### src/rtl/pq_cmd_shim.sv
// pq_cmd_shim: buffers ENQ/DEQ/ENQ_DEQ commands and issues them one at a time to a priority queue.
// Define PQ_SHIM_STATS_EN to add saturating issue/drop counters (stat_enq, stat_deq, stat_drop).
module pq_cmd_shim #(
   parameter int KEY_WIDTH = 8,
   parameter int VAL_WIDTH = 8,
   parameter int CMD_DEPTH = 4
) (
   input  logic                           clk,
   input  logic                           rst_n,
   input  logic                           cmd_valid,
   output logic                           cmd_ready,
   input  logic [1:0]                     cmd_op,
   input  logic [KEY_WIDTH+VAL_WIDTH-1:0] cmd_kv,
   output logic                           res_valid,
   input  logic                           res_ready,
   output logic [KEY_WIDTH+VAL_WIDTH-1:0] res_kv,
   output logic                           err_drop,
`ifdef PQ_SHIM_STATS_EN
   output logic [15:0]                    stat_enq,
   output logic [15:0]                    stat_deq,
   output logic [15:0]                    stat_drop,
`endif
   output logic                           pq_enq,
   output logic                           pq_deq,
   output logic [KEY_WIDTH+VAL_WIDTH-1:0] pq_kvi,
   input  logic [KEY_WIDTH+VAL_WIDTH-1:0] pq_kvo,
   input  logic                           pq_busy,
   input  logic                           pq_full,
   input  logic                           pq_empty
);

   localparam int KVW = KEY_WIDTH + VAL_WIDTH;
   localparam int AW  = $clog2(CMD_DEPTH);

   localparam logic [1:0] OP_ENQ     = 2'b01;
   localparam logic [1:0] OP_DEQ     = 2'b10;

   localparam logic [1:0] ST_IDLE   = 2'd0;
   localparam logic [1:0] ST_ISSUE  = 2'd1;
   localparam logic [1:0] ST_SETTLE = 2'd2;
   localparam logic [1:0] ST_WAIT   = 2'd3;

   localparam logic [AW:0] PTR_ONE = (AW+1)'(1);

   logic [1:0]     r_fifo_op [CMD_DEPTH];
   logic [KVW-1:0] r_fifo_kv [CMD_DEPTH];
   logic [AW:0]    r_wr_ptr;
   logic [AW:0]    r_rd_ptr;

   logic [1:0]     r_state;
   logic           r_pq_enq;
   logic           r_pq_deq;
   logic [KVW-1:0] r_pq_kvi;
   logic           r_res_valid;
   logic [KVW-1:0] r_res_kv;
   logic           r_err_drop;

   logic           w_fifo_empty;
   logic           w_fifo_full;
   logic           w_push;
   logic [1:0]     w_head_op;
   logic [KVW-1:0] w_head_kv;
   logic           w_res_blocked;
   logic           w_drop;
   logic           w_issue;
   logic           w_pass;
   logic           w_pop;
   logic           w_capture;

   // Pointers carry one extra wrap bit so full and empty are distinguishable.
   assign w_fifo_empty = (r_wr_ptr == r_rd_ptr);
   assign w_fifo_full  = (r_wr_ptr[AW] != r_rd_ptr[AW]) &&
                         (r_wr_ptr[AW-1:0] == r_rd_ptr[AW-1:0]);
   assign w_push       = cmd_valid && !w_fifo_full && (cmd_op != 2'b00);
   assign w_head_op    = r_fifo_op[r_rd_ptr[AW-1:0]];
   assign w_head_kv    = r_fifo_kv[r_rd_ptr[AW-1:0]];
   assign w_res_blocked = r_res_valid && !res_ready;
   assign w_capture    = (r_state == ST_ISSUE) && r_pq_deq;

   // NOTE: every signal written in always_comb gets a default first, so no latch is inferred.
   always_comb begin
      w_drop  = 1'b0;
      w_issue = 1'b0;
      w_pass  = 1'b0;
      if (r_state == ST_IDLE && !w_fifo_empty && !pq_busy) begin
         case (w_head_op)
            OP_ENQ: begin
               if (pq_full) w_drop  = 1'b1;
               else         w_issue = 1'b1;
            end
            OP_DEQ: begin
               if (pq_empty)            w_drop  = 1'b1;
               else if (!w_res_blocked) w_issue = 1'b1;
            end
            default: begin
               // ENQ_DEQ on an empty PQ returns its own pair without touching the PQ.
               if (!w_res_blocked) begin
                  if (pq_empty) w_pass  = 1'b1;
                  else          w_issue = 1'b1;
               end
            end
         endcase
      end
   end

   assign w_pop = w_drop || w_issue || w_pass;

   // NOTE: command storage is not reset; the pointers decide which entries are meaningful.
   always_ff @(posedge clk) begin
      if (w_push) begin
         r_fifo_op[r_wr_ptr[AW-1:0]] <= cmd_op;
         r_fifo_kv[r_wr_ptr[AW-1:0]] <= cmd_kv;
      end
   end

   // NOTE: sequential state uses non-blocking assignments so all registers update together.
   always_ff @(posedge clk or negedge rst_n) begin
      if (!rst_n) begin
         r_wr_ptr <= '0;
         r_rd_ptr <= '0;
      end else begin
         if (w_push) r_wr_ptr <= r_wr_ptr + PTR_ONE;
         if (w_pop)  r_rd_ptr <= r_rd_ptr + PTR_ONE;
      end
   end

   always_ff @(posedge clk or negedge rst_n) begin
      if (!rst_n) begin
         r_state  <= ST_IDLE;
         r_pq_enq <= 1'b0;
         r_pq_deq <= 1'b0;
         r_pq_kvi <= '0;
      end else begin
         case (r_state)
            ST_IDLE: begin
               if (w_issue) begin
                  r_state  <= ST_ISSUE;
                  r_pq_enq <= w_head_op[0];
                  r_pq_deq <= w_head_op[1];
                  r_pq_kvi <= w_head_kv;
               end
            end
            ST_ISSUE: begin
               r_state  <= ST_SETTLE;
               r_pq_enq <= 1'b0;
               r_pq_deq <= 1'b0;
            end
            // The PQ may not have raised busy yet, so one cycle is spent ignoring it.
            ST_SETTLE: r_state <= ST_WAIT;
            default: begin
               if (!pq_busy) r_state <= ST_IDLE;
            end
         endcase
      end
   end

   always_ff @(posedge clk or negedge rst_n) begin
      if (!rst_n) begin
         r_res_valid <= 1'b0;
         r_res_kv    <= '0;
         r_err_drop  <= 1'b0;
      end else begin
         r_err_drop <= w_drop;
         if (w_capture) begin
            r_res_kv    <= pq_kvo;
            r_res_valid <= 1'b1;
         end else if (w_pass) begin
            r_res_kv    <= w_head_kv;
            r_res_valid <= 1'b1;
         end else if (r_res_valid && res_ready) begin
            r_res_valid <= 1'b0;
         end
      end
   end

`ifdef PQ_SHIM_STATS_EN
   logic [15:0] r_stat_enq;
   logic [15:0] r_stat_deq;
   logic [15:0] r_stat_drop;

   always_ff @(posedge clk or negedge rst_n) begin
      if (!rst_n) begin
         r_stat_enq  <= '0;
         r_stat_deq  <= '0;
         r_stat_drop <= '0;
      end else begin
         if (r_state == ST_ISSUE && r_pq_enq && r_stat_enq != 16'hFFFF)
            r_stat_enq <= r_stat_enq + 16'd1;
         if (r_state == ST_ISSUE && r_pq_deq && r_stat_deq != 16'hFFFF)
            r_stat_deq <= r_stat_deq + 16'd1;
         if (r_err_drop && r_stat_drop != 16'hFFFF)
            r_stat_drop <= r_stat_drop + 16'd1;
      end
   end

   assign stat_enq  = r_stat_enq;
   assign stat_deq  = r_stat_deq;
   assign stat_drop = r_stat_drop;
`endif

   assign cmd_ready = !w_fifo_full;
   assign res_valid = r_res_valid;
   assign res_kv    = r_res_kv;
   assign err_drop  = r_err_drop;
   assign pq_enq    = r_pq_enq;
   assign pq_deq    = r_pq_deq;
   assign pq_kvi    = r_pq_kvi;

endmodule

### config.mk
export PLATFORM = sky130hd
export DESIGN_NAME = pq_cmd_shim
export DESIGN_NICKNAME = d
export VERILOG_FILES = /design/src/rtl/pq_cmd_shim.sv
export SDC_FILE = /design/constraint.sdc
export NUM_CORES = 1
export LEC_CHECK = 0
export BUFFER_PORTS_ARGS = -buffer_cell sky130_fd_sc_hd__buf_4
export CORE_ASPECT_RATIO = 1.2
export CORE_MARGIN = 2
export CORE_UTILIZATION = 30
export CTS_BUF_LIST = sky130_fd_sc_hd__clkbuf_2
export CTS_CLUSTER_SIZE = 8
export DETAILED_ROUTE_END_ITERATION = 8
export PLACE_DENSITY_LB_ADDON = 0.3
export SLEW_MARGIN = 30
export SYNTH_ARGS = -nofsm -noshare
export SYNTH_HDL_FRONTEND = slang
export SYNTH_SLANG_ARGS = --single-unit
export TNS_END_PERCENT = 50
### constraint.sdc
create_clock -name clk -period 3 [get_ports clk]
set_input_delay 0 -clock clk [delete_from_list [all_inputs] [get_ports clk]]
set_output_delay 0 -clock clk [all_outputs]
set_load 0.005 [all_outputs]
# Word level (Yosys, flattened, before mapping)
# Memory sizes are Yosys's and may differ from the RTL's.
# Index checks and enable logic that the tools add are counted.
[word_totals]
reg_bits = 44
latchBits = 0
mem_bits_rw = 72
mem_bits_ro = 0
inputBits = 41
out_inout_bits = 37
elab_cells = 73
n_memories = 2
[classes]
add_sub_neg = 2
n_mul = 0
div_mod_pow = 0
n_lt_le_gt_ge = 0
eq_ne = 9
shifts = 0
mux = 28
bitwise = 0
reduce_logical = 23
[mem_list]
columns = ["name", "words", "width", "read_ports", "rd_ports_with_merged_regs", "write_ports", "line", "source"]
rows = [
  ["r_fifo_kv", 4, 16, 1, 0, 1, "46", "logic [KVW-1:0] r_fifo_kv [CMD_DEPTH];"],
  ["r_fifo_op", 4, 2, 1, 0, 1, "45", "logic [1:0] r_fifo_op [CMD_DEPTH];"],
]
[ops]
columns = ["cell", "count"]
rows = [
  ["$mux 16", 2],
  ["$mux 1", 19],
  ["$logic_and 1x1->1", 8],
  ["$pmux 1 s2", 4],
  ["$add 3x1->3 const B", 2],
  ["$pmux 2 s3", 1],
  ["$reduce_and 2->1", 3],
  ["$reduce_bool 2->1", 3],
  ["$eq 2x1->1 const B", 2],
  ["$eq 2x2->1 const B", 2],
  ["$logic_not 1->1", 4],
  ["$mux 2", 2],
  ["$ne 4x1->1 const B", 1],
  ["$eq 3x3->1", 1],
  ["$reduce_bool 3->1", 1],
  ["$eq 2x2->1", 1],
  ["$logic_not 2->1", 1],
  ["$logic_or 1x1->1", 2],
  ["$ne 2x2->1 const B", 1],
  ["$reduce_or 2->1", 1],
  ["$ne 1x1->1", 1],
]

# Logic depth before layout (Yosys ltp)
# Gate-level depths: netlist (run 1).
[depth]
ltp_word = 8
depth_mapped = 10
mapped_depth_nobuf = 7

# Worst setup path before layout (run 1)
# No wires, ideal clock.
[synth_path]
path_type = "reg2reg"
start = "reg r_rd_ptr[0]"
end = "reg r_pq_kvi[0] (netlist: pq_kvi[0])"
setup_ns = 0.125
arrival_ns = 2.586
t_required_ns = 2.875
slack_ns = 0.289
path_stages_with_launch = 10
n_path_buf = 3
synth_period_minus_slack_ns = 2.711
path_cell_list = "dfrtp_1 > buf_6 > mux4_2 > ha_1 > nor2_2 > o32a_1 > nand2b_1 > buf_6 > buf_12 > mux2_4"
[synth_via]
elab_chain_cells = 6
word_cells_on_any_way = 11
cone_classes = "3 x eq/ne; 2 x mux; 4 x reduce/logical; 2 x memory"
[synth_lines]
columns = ["element", "line", "source"]
rows = [
  ["start: declaration", "48", "logic [AW:0] r_rd_ptr;"],
  ["start signal: assignment", "123", "if (w_pop) r_rd_ptr <= r_rd_ptr + PTR_ONE;"],
  ["parallel branches: the longest is 6 deep, another holds $mem_v2 4x2", "--", ""],
  ["end signal: assignment", "140", "r_pq_kvi <= w_head_kv;"],
  ["end: declaration", "53", "logic [KVW-1:0] r_pq_kvi;"],
]
# Parallel ways; which one is timed is not known.
# A chain may end at the register's enable or synchronous reset.

# Worst setup path in the final report (run 1)
[layout_path]
start = "reg r_rd_ptr[0]"
end = "reg r_pq_enq (netlist: pq_enq)"
[layout_via]
elab_chain_cells = 7
word_cells_on_any_way = 13
cone_classes = "4 x eq/ne; 4 x mux; 4 x reduce/logical; 1 x memory"
[layout_lines]
columns = ["element", "line", "source"]
rows = [
  ["parallel branches: the longest is 7 deep, another holds $mem_v2 4x2", "--", ""],
  ["end signal: assignment", "138", "r_pq_enq <= w_head_op[0];"],
  ["end: declaration", "51", "logic r_pq_enq;"],
]
# Parallel ways; which one is timed is not known. The select of a mux whose other input is x is not followed.

==> results of run 1 <==
[layout make-up]
class / instances / area (um^2) / share of cell area
Tap cell: 212 / 265 / 0.0398
Timing Repair Buffer: 157 / 1380 / 0.207
Clock buffer: 17 / 85.1 / 0.0128
Multi-Input combinational cell: 162 / 1510 / 0.226
Clock inverter: 15 / 134 / 0.0201
Sequential cell: 116 / 3260 / 0.489
Inverter: 9 / 33.8 / 0.00506
[cells by family after synthesis]
family,Yosys count,share of synthesized area
adder cells (fa/ha/maj),11,0.0281
AO/OA/AOI/OAI,48,0.0621
XOR/XNOR,8,0.0143
flip-flops,116,0.666
AND/OR/NAND/NOR,58,0.0598
multiplexers,37,0.138
buffers and inverters,24,0.0317
[cell usage in the layout, fill, tap and decap left out, types with 4 or more instances in the layout]
master / n
mux4_1: 6
ha_1: 10
clkbuf_2: 17
mux2_4: 9
o21ai_0: 19
a31oi_1: 17
xnor2_1: 6
nor2_1: 20
mux4_2: 12
clkinv_4: 5
and2_1: 4
buf_4: 86
inv_1: 9
edfxtp_1: 72
clkinv_2: 4
dlygate4sd3_1: 69
dfrtp_1: 44
nand3_1: 17
mux2_2: 9
[stage by stage]
step / util / area (um^2)
2_1_floorplan: - / 4900
6_report: 0.415 / 6670
3_3_place_gp: 0.355 / 5710
4_1_cts: 0.413 / 6640
3_5_place_dp: 0.355 / 5710
5_1_grt: 0.415 / 6670
[repair_timing]
item                       CTS  global route
hold endpoints to repair   145             2
setup endpoints to repair    0            16
resized for setup            0             3
hold buffers                69             1
[where the power goes]
group          internal, mW  switching [mW]  leakage (nW)
sequential             2.18           0.262          1.19
combinational          1.40            1.20          1.31
clock                 0.302           0.609         0.130
[layer usage]
| metal | vias to the layer above | global-route usage |
|---|---|---|
| met1 | 1553 | 0.157 |
| met3 | 11 | 0.0369 |
| met4 | 0 | 0.0428 |
| li1 | 1489 | - |
| met5 | - | 0 |
| met2 | 80 | 0.225 |
[state kept, by name, indices dropped and copies added, names as in the netlist]
name       cells
r_fifo_kv     64
pq_kvi        16
res_kv        16
r_fifo_op      8
r_rd_ptr       3
r_wr_ptr       3
r_state        2
err_drop       1
pq_deq         1
pq_enq         1
res_valid      1
[worst max path at each step]
stage	start	cells after the start	endpoint
6_report	r_rd_ptr[0]$_DFFE_PN0P_	6	pq_enq$_DFFE_PN0P_
5_1_grt	r_rd_ptr[0]$_DFFE_PN0P_	7	pq_enq$_DFFE_PN0P_
4_1_cts	r_rd_ptr[0]$_DFFE_PN0P_	6	res_kv[14]$_DFFE_PN0P_
3_5_place_dp	r_rd_ptr[0]$_DFFE_PN0P_	7	pq_kvi[6]$_DFFE_PN0P_
3_3_place_gp	r_rd_ptr[0]$_DFFE_PN0P_	7	pq_kvi[6]$_DFFE_PN0P_
2_1_floorplan	r_rd_ptr[0]$_DFFE_PN0P_	9	pq_kvi[0]$_DFFE_PN0P_
==> reports/results.tsv, run 1 <==
stage	metric	value	unit
routing	wirelength	10.8	mm
synth	synth-seq-area-share	0.666	
grt	grt_usage	0.130	
synth	synth_top_area_cell	edfxtp_1	
synth	ys.flop_type	edfxtp_1	
worst_setup_path	timing.rr.end	pq_enq$_DFFE_PN0P_	
synth	syn_inst	302	
power	peakVddDrop	0.309	mV
hold_path	whs_path_depth	2	
grt	overflow	0	
clock_tree	cts_root_buf	clkbuf_2	
synth	synth.most_common_cell	edfxtp_1	
die	row_count	51	
grt	grt_pass1_vias	3338	
worst_setup_path	crit_path_max_fanout	8	
worst_setup_path	reg2reg_from	r_rd_ptr[0]$_DFFE_PN0P_	
die	die_width	121	um
power	leakage	2.63	nW
timing	max_slew_margin	0.614	
hold_path	hp-class	input port to register	
clock_tree	postCtsSetupRepairBufs	0	
synth	syn_nets	354	
worst_setup_path	crit_arrival	3.43	ns
worst_setup_path	regToRegSetupSlack	0.17	ns
worst_setup_path	end_kind	register	
routing	dr.first_iter.drc_count	116	
place	dpl_worst_slack	0.238	ns
worst_setup_path	critical_path_class	register to register	
timing	drv_slew	0	
routing	met1_length	4.65	mm
synth	async_flop_share	0.379	
routing	wl_met3	471	um
routing	wl_met2	5.52	mm
worst_setup_path	r2r_cells	6	
hold_path	worstHoldStart	cmd_kv[0]	
power	power_density	893	nW/um^2
timing	rsz0062_at_grt	false	
grt	antenna_found_initial	0	
worst_setup_path	critPathSlowestCell	dlygate4sd3_1	
flow_run	cap_violations	0	
place	dpl.hpwl	7.29	mm
timing	holdWs	0.0840	ns
layout	fin_cells	688	
worst_setup_path	cp-start-kind	register	
synth	synth_area	4900	um^2
worst_setup_path	cpLargestDelayFamily	compound AO/OA/AOI/OAI gates	
timing	finalCritPeriodShare	0.943	
synth	ys_warn_count	0	
routing	highest_layer	met4	
synth	synth_common_cells	edfxtp_1 (72), dfrtp_1 (44), nor2_1 (20)	
place	place.gp.congestion	0.813	
timing	setup_tns	0	ns
layout	fillCellCount	1510	
timing	min_period	2.83	ns
grt	grt_max_degree	45	
routing	vias	3133	
outcome	outcome	finished, final reports clean	
die	die_h	144	um
clock_tree	cts_buffers	17	
hold_path	min_to	r_fifo_kv[0][0]$_DFFE_PP_	
clock_tree	cts_tree	yes	
worst_setup_path	critPathMaxStageDelay	0.60	ns
clock_tree	insertion_delay	0.65	ns
clock_tree	clockBufferDepth	2	
die	core_area	16100	um^2
worst_setup_path	crit_buf_inv	1	
place	dp_cells	586	
synth	synth_top_cell_area_share	0.441	
timing	clock.fmax	0.354	GHz
synth	synth.distinct_cells	45	
worst_setup_path	critPathRequiredTime	3.60	ns
synth	syn_avg_cell_area	16.2	um^2
layout	area_growth	36.2	%
clock_tree	clock_sinks	116	
timing	layout_setup_ws	0.172	ns
routing	vias_per_cell	4.55	
clock_tree	clk_pin_slew	0.18	ns
routing	ant_nets	0	
clock_tree	htree_levels	4	
power	power	5.95	mW
die	boundaryPins	78	
grt	grt_pass1_wl	17.1	mm
synth	synth_area_leaders	edfxtp_1 (44%), dfrtp_1 (22%), mux4_2 (5.5%), mux4_1 (3.2%), ha_1 (2.8%)	
synth	synth_edf_count	72	
routing	wl_per_cell	15.7	um
timing	setup_violations	0	
routing	drc_errors	0	
worst_setup_path	crit_chain	mux4_2 -> ha_4 -> nor2_2 -> o32a_1 -> a2111oi_1 -> dlygate4sd3_1	
layout	drive_gt1_frac	0.336	
routing	first_pass_iters	5	
layout	num-nets-final	515	
place	io_buffers	77	
synth	ys_seq_elements	116	
die	dieArea	17400	um^2
die	initial_utilization	0.305	
timing	tightest_slew	0.577	ns
layout	antenna_cells	0	
timing	finClkSkew	0.0277	ns
timing	finalHoldViolCount	0	
(Power assumes the default switching activity.)
==> run 2, diff against run 1 <==
--- a/config.mk
+++ b/config.mk
@@ -6,7 +6,7 @@
 export NUM_CORES = 1
 export LEC_CHECK = 0
 export BUFFER_PORTS_ARGS = -buffer_cell sky130_fd_sc_hd__buf_4
-export CORE_ASPECT_RATIO = 1.2
+export CORE_ASPECT_RATIO = 0.75
 export CORE_MARGIN = 2
 export CORE_UTILIZATION = 30
 export CTS_BUF_LIST = sky130_fd_sc_hd__clkbuf_2
==> reports/results.tsv, run 2 (synthesized netlist as in run 1, its figures left out) <==
stage	metric	value	unit	change
die	die_width	152	um	was 121 um
timing	tightest_slew	0.546	ns	was 0.577 ns
power	peakVddDrop	0.364	mV	was 0.309 mV
layout	area_growth	35.9	%	was 36.2%
layout	design_area	6660	um^2	was 6670 um^2
die	boundaryPins	78		unchanged
layout	largest_register_ffs	64		unchanged
layout	num-nets-final	504		was 515
clock_tree	cts_root_buf	clkbuf_2		unchanged
timing	rsz0062_at_grt	false		unchanged
clock_tree	cts_tree	yes		unchanged
grt	grt_usage	0.134		was 0.130
place	dp_cells	585		was 586
grt	antenna_found_initial	1		was 0
power	power_density	939	nW/um^2	was 893 nW/um^2
timing	max_slew_margin	0.634		was 0.614
worst_setup_path	critical_path_class	register to register		unchanged
place	dpl.hpwl	7.49	mm	was 7.29 mm
worst_setup_path	cp-start-kind	register		unchanged
place	place.gp.congestion	0.799		was 0.813
die	die_h	115	um	was 144 um
worst_setup_path	crit_arrival	3.38	ns	was 3.43 ns
grt	grt_pass1_wl	17.1	mm	about the same
die	initial_utilization	0.306		was 0.305
layout	fillCellCount	1512		was 1,510
timing	setup_tns	0	ns	unchanged
timing	clock.fmax	0.357	GHz	was 0.354 GHz
worst_setup_path	critPathRequiredTime	3.57	ns	was 3.60 ns
grt	grt_max_degree	45		unchanged
timing	min_period	2.80	ns	was 2.83 ns
clock_tree	clockBufferDepth	2		unchanged
clock_tree	cts_buffers	17		unchanged
grt	overflow	0		unchanged
die	core_area	16000	um^2	was 16,100 um^2
timing	setup_violations	0		unchanged
place	io_buffers	77		unchanged
worst_setup_path	crit_path_max_fanout	8		unchanged
routing	drc_errors	0		unchanged
layout	seqCellArea	3260	um^2	about the same
routing	first_pass_iters	4		was 5
outcome	outcome	finished, final reports clean		unchanged
place	place_area	5720	um^2	was 5710 um^2
routing	vias_per_cell	4.61		was 4.55
layout	layout_common_cells	buf_4 (87), edfxtp_1 (72), dlygate4sd3_1 (57)		was buf_4 (86), edfxtp_1 (72), dlygate4sd3_1 (69)
flow_run	cap_violations	0		unchanged
layout	multiInputGateArea	1510	um^2	about the same
timing	finClkSkew	0.0311	ns	was 0.0277 ns
clock_tree	clk_pin_slew	0.18	ns	about the same
routing	dr.first_iter.drc_count	156		was 116
hold_path	hp-class	input port to register		unchanged
die	dieArea	17400	um^2	about the same
layout	drive_gt1_frac	0.348		was 0.336
layout	fin_cells	676		was 688
clock_tree	htree_levels	4		unchanged
die	row_count	40		was 51
routing	vias	3119		was 3,133
routing	wirelength	11.1	mm	was 10.8 mm
timing	finalCritPeriodShare	0.934		was 0.943
grt	grt_pass1_vias	3167		was 3,338
worst_setup_path	end_kind	register		unchanged
timing	drv_slew	0		unchanged
routing	ant_nets	0		unchanged
timing	finalHoldViolCount	0		unchanged
layout	layout.cells.most_common	buf_4		unchanged
clock_tree	insertion_delay	0.65	ns	about the same
power	leakage	2.63	nW	about the same
routing	wl_per_cell	16.5	um	was 15.7 um
clock_tree	clock_sinks	116		unchanged
[run 2: cell type report]
type,count,area share
inverter,9,0.00508
timing repair buffer,146,0.191
sequential,116,0.490
tap,210,0.0395
clock buffer,17,0.0128
clock inverter,15,0.0340
antenna,1,0.000376
multi-input combinational,162,0.227
[run 2: final timing paths]
| path | start | endpoint | slack [ns] | cells past startpoint |
|---|---|---|---|---|
| hold / removal | cmd_kv[11] | r_fifo_kv[2][11]$_DFFE_PP_ | 0.09 | 2 |
| max in group asynchronous | rst_n | r_rd_ptr[0]$_DFFE_PN0P_ | 2.40 | 4 |
| setup / recovery | r_rd_ptr[0]$_DFFE_PN0P_ | pq_enq$_DFFE_PN0P_ | 0.20 | 6 |
| hold reg to reg | pq_kvi[15]$_DFFE_PN0P_ | pq_kvi[15]$_DFFE_PN0P_ | 0.54 | 1 |
| min in group asynchronous | rst_n | res_valid$_DFFE_PN0P_ | 0.37 | 4 |
| setup reg to reg | r_rd_ptr[0]$_DFFE_PN0P_ | pq_enq$_DFFE_PN0P_ | 0.20 | 6 |
[run 2: worst max-delay path, cell delays in order, from the launching register on]
cell and delay (ns):
dfrtp_2 0.44, mux4_2 0.57, ha_4 0.35, nor2_2 0.05, o32a_1 0.38, a2111oi_2 0.36
dlygate4sd3_1 0.60
[run 2: per-stage QoR]
stage / setup slack (ns) / util / hold slack [ns] / total power [mW]
floorplan: 0.289 / - / -0.296 / 3.87
global placement: 0.240 / 0.357 / 0.0337 / 4.74
detailed placement: 0.180 / 0.357 / 0.0444 / 4.80
CTS: 0.0159 / 0.412 / 0.0180 / 6.26
global route: 0.0493 / 0.416 / 0.00447 / 6.68
finish: 0.197 / 0.416 / 0.0873 / 6.25
[run 2: routing by layer]
layer	part of all wire	wire length, um	GRT usage	vias to the layer above
li1	-	-	-	1469
met1	0.50	5610	0.192	1552
met2	0.43	4760	0.198	90
met3	0.062	695	0.0482	8
met4	0.0067	75	0.0278	0
met5	0	0	0	-
[run 2: what timing repair did]
item	in CTS	in global routing
endpoints found under the setup margin	0	11
hold buffers	55	3
endpoints found under the hold margin	147	12
resized for setup	0	5
buffers inserted	0	0
[run 2: power by group]
part	total, mW	switching, mW	leakage (nW)	internal, mW
combinational	2.56	1.22	1.27	1.34
sequential	2.43	0.255	1.19	2.18
clock	1.26	0.624	0.173	0.638
==> run 3, diff against run 2 <==
--- a/config.mk
+++ b/config.mk
@@ -7,7 +7,7 @@
 export LEC_CHECK = 0
 export BUFFER_PORTS_ARGS = -buffer_cell sky130_fd_sc_hd__buf_4
 export CORE_ASPECT_RATIO = 0.75
-export CORE_MARGIN = 2
+export CORE_MARGIN = 3
 export CORE_UTILIZATION = 30
 export CTS_BUF_LIST = sky130_fd_sc_hd__clkbuf_2
 export CTS_CLUSTER_SIZE = 8
==> reports/results.tsv, run 3 (synthesized netlist as in run 1, its figures left out) <==
stage	metric	value	unit	change
clock_tree	insertion_delay	0.64	ns	was 0.65 ns
die	die_h	117	um	was 115 um
timing	tightest_slew	0.577	ns	was 0.546 ns
layout	area_growth	35.1	%	was 35.9%
power	leakage	2.62	nW	was 2.63 nW
layout	layout.cells.most_common	buf_4		unchanged
layout	drive_gt1_frac	0.360		was 0.348
clock_tree	htree_levels	4		unchanged
routing	dr.first_iter.drc_count	241		was 156
die	die_width	154	um	was 152 um
grt	grt_usage	0.142		was 0.134
clock_tree	cts_tree	yes		unchanged
grt	antenna_found_initial	0		was 1
die	dieArea	17900	um^2	was 17,400 um^2
hold_path	hp-class	input port to register		unchanged
place	io_buffers	77		unchanged
worst_setup_path	critical_path_class	register to register		unchanged
worst_setup_path	critPathRequiredTime	3.53	ns	was 3.57 ns
timing	drv_slew	0		unchanged
clock_tree	clock_sinks	116		unchanged
grt	grt_pass1_vias	3270		was 3,167
layout	largest_register_ffs	64		unchanged
timing	min_period	2.85	ns	was 2.80 ns
grt	overflow	0		unchanged
power	power_density	922	nW/um^2	was 939 nW/um^2
layout	fillCellCount	1487		was 1,512
worst_setup_path	crit_path_max_fanout	8		unchanged
routing	first_pass_iters	4		unchanged
clock_tree	cts_buffers	17		unchanged
timing	finClkSkew	0.0332	ns	was 0.0311 ns
worst_setup_path	end_kind	register		unchanged
clock_tree	cts_root_buf	clkbuf_2		unchanged
routing	wirelength	12.2	mm	was 11.1 mm
routing	vias	3216		was 3,119
worst_setup_path	crit_arrival	3.38	ns	about the same
timing	finalCritPeriodShare	0.949		was 0.934
power	peakVddDrop	0.349	mV	was 0.364 mV
grt	grt_max_degree	45		unchanged
timing	max_slew_margin	0.613		was 0.634
timing	rsz0062_at_grt	false		unchanged
layout	num-nets-final	509		was 504
flow_run	cap_violations	0		unchanged
die	core_area	15600	um^2	was 16,000 um^2
routing	vias_per_cell	4.76		was 4.61
routing	ant_nets	0		unchanged
worst_setup_path	cp-start-kind	register		unchanged
layout	layout_common_cells	buf_4 (95), edfxtp_1 (72), dlygate4sd3_1 (53)		was buf_4 (87), edfxtp_1 (72), dlygate4sd3_1 (57)
place	place.gp.congestion	0.813		was 0.799
timing	clock.fmax	0.351	GHz	was 0.357 GHz
timing	setup_violations	0		unchanged
die	row_count	39		was 40
die	initial_utilization	0.314		was 0.306
layout	seqCellArea	3260	um^2	unchanged
layout	fin_cells	675		was 676
clock_tree	clk_pin_slew	0.19	ns	was 0.18 ns
clock_tree	clockBufferDepth	2		unchanged
routing	wl_per_cell	18.0	um	was 16.5 um
routing	drc_errors	0		unchanged
layout	antenna_cells	0		was 1
outcome	outcome	finished, final reports clean		unchanged
die	boundaryPins	78		unchanged
place	dp_cells	588		was 585
place	dpl.hpwl	8.11	mm	was 7.49 mm
timing	finalHoldViolCount	0		unchanged
layout	multiInputGateArea	1500	um^2	was 1510 um^2
timing	setup_tns	0	ns	unchanged
grt	grt_pass1_wl	19.0	mm	was 17.1 mm
==> run 3: cell count changes in the layout (fill, tap and decap cells not counted), moves of 2 or more <==
| cell | before | now |
|---|---|---|
| dlygate4sd3_1 | 57 | 53 |
| clkbuf_2 | 17 | 19 |
| clkinv_4 | 3 | 1 |
| inv_6 | 3 | 1 |
| buf_4 | 87 | 95 |
| clkinvlp_4 | 2 | 5 |
| bufinv_16 | 5 | 3 |
==> run 3: area by class of cell <==
class,count,area share
inverter,9,0.00511
sequential,116,0.493
clock buffer,19,0.0144
tap,205,0.0388
multi-input combinational,162,0.227
timing repair buffer,151,0.197
clock inverter,13,0.0240
==> run 3: final timing paths <==
kind | from | cells past startpoint | slack (ns) | end
min reg2reg | r_rd_ptr[2]$_DFFE_PN0P_ | 1 | 0.54 | r_rd_ptr[2]$_DFFE_PN0P_
max | r_rd_ptr[0]$_DFFE_PN0P_ | 7 | 0.15 | pq_enq$_DFFE_PN0P_
min in group asynchronous | rst_n | 4 | 0.41 | res_kv[3]$_DFFE_PN0P_
min | cmd_kv[4] | 2 | 0.10 | r_fifo_kv[0][4]$_DFFE_PP_
max in group asynchronous | rst_n | 4 | 2.36 | pq_kvi[10]$_DFFE_PN0P_
max reg2reg | r_rd_ptr[0]$_DFFE_PN0P_ | 7 | 0.15 | pq_enq$_DFFE_PN0P_
==> run 3: layer usage <==
| layer | wire length (um) | vias to the layer above | GRT usage |
|---|---|---|---|
| met2 | 5660 | 82 | 0.219 |
| met3 | 539 | 2 | 0.0385 |
| met5 | 0 | - | 0 |
| li1 | - | 1487 | - |
| met1 | 5960 | 1645 | 0.202 |
| met4 | 14 | 0 | 0.0318 |
==> run 3: per-stage QoR <==
step | total power, mW | hold WS (ns) | area, um^2 | util | worst slack [ns]
finish | 6.10 | 0.102 | 6620 | 0.424 | 0.154
floorplan | 3.87 | -0.296 | 4900 | - | 0.289
global placement | 4.84 | 0.0575 | 5780 | 0.370 | 0.308
CTS | 6.13 | 0.00531 | 6600 | 0.422 | 0.0631
detailed placement | 4.90 | 0.0481 | 5780 | 0.370 | 0.280
global route | 6.52 | 0.0142 | 6620 | 0.424 | 0.0293
==> run 3: worst max-delay path, cell delays in order, from the launching register on <==
cell           delay, ns
dfrtp_2             0.45
mux4_2              0.53
ha_2                0.42
nor2_2              0.05
o32a_1              0.38
a211oi_1            0.26
a2111oi_2           0.09
dlygate4sd3_1       0.56
==> run 3: repair_timing <==
item | in CTS | in global routing
resized for setup | 0 | 4
endpoints found under the hold margin | 157 | 0
buffers inserted | 0 | 1
hold buffers | 54 | 0
setup endpoints to repair | 0 | 7
==> run 3: report_power, final <==
group | total (mW) | internal (mW) | switching, mW
combinational | 2.57 | 1.33 | 1.24
sequential | 2.45 | 2.18 | 0.274
clock | 1.07 | 0.467 | 0.605
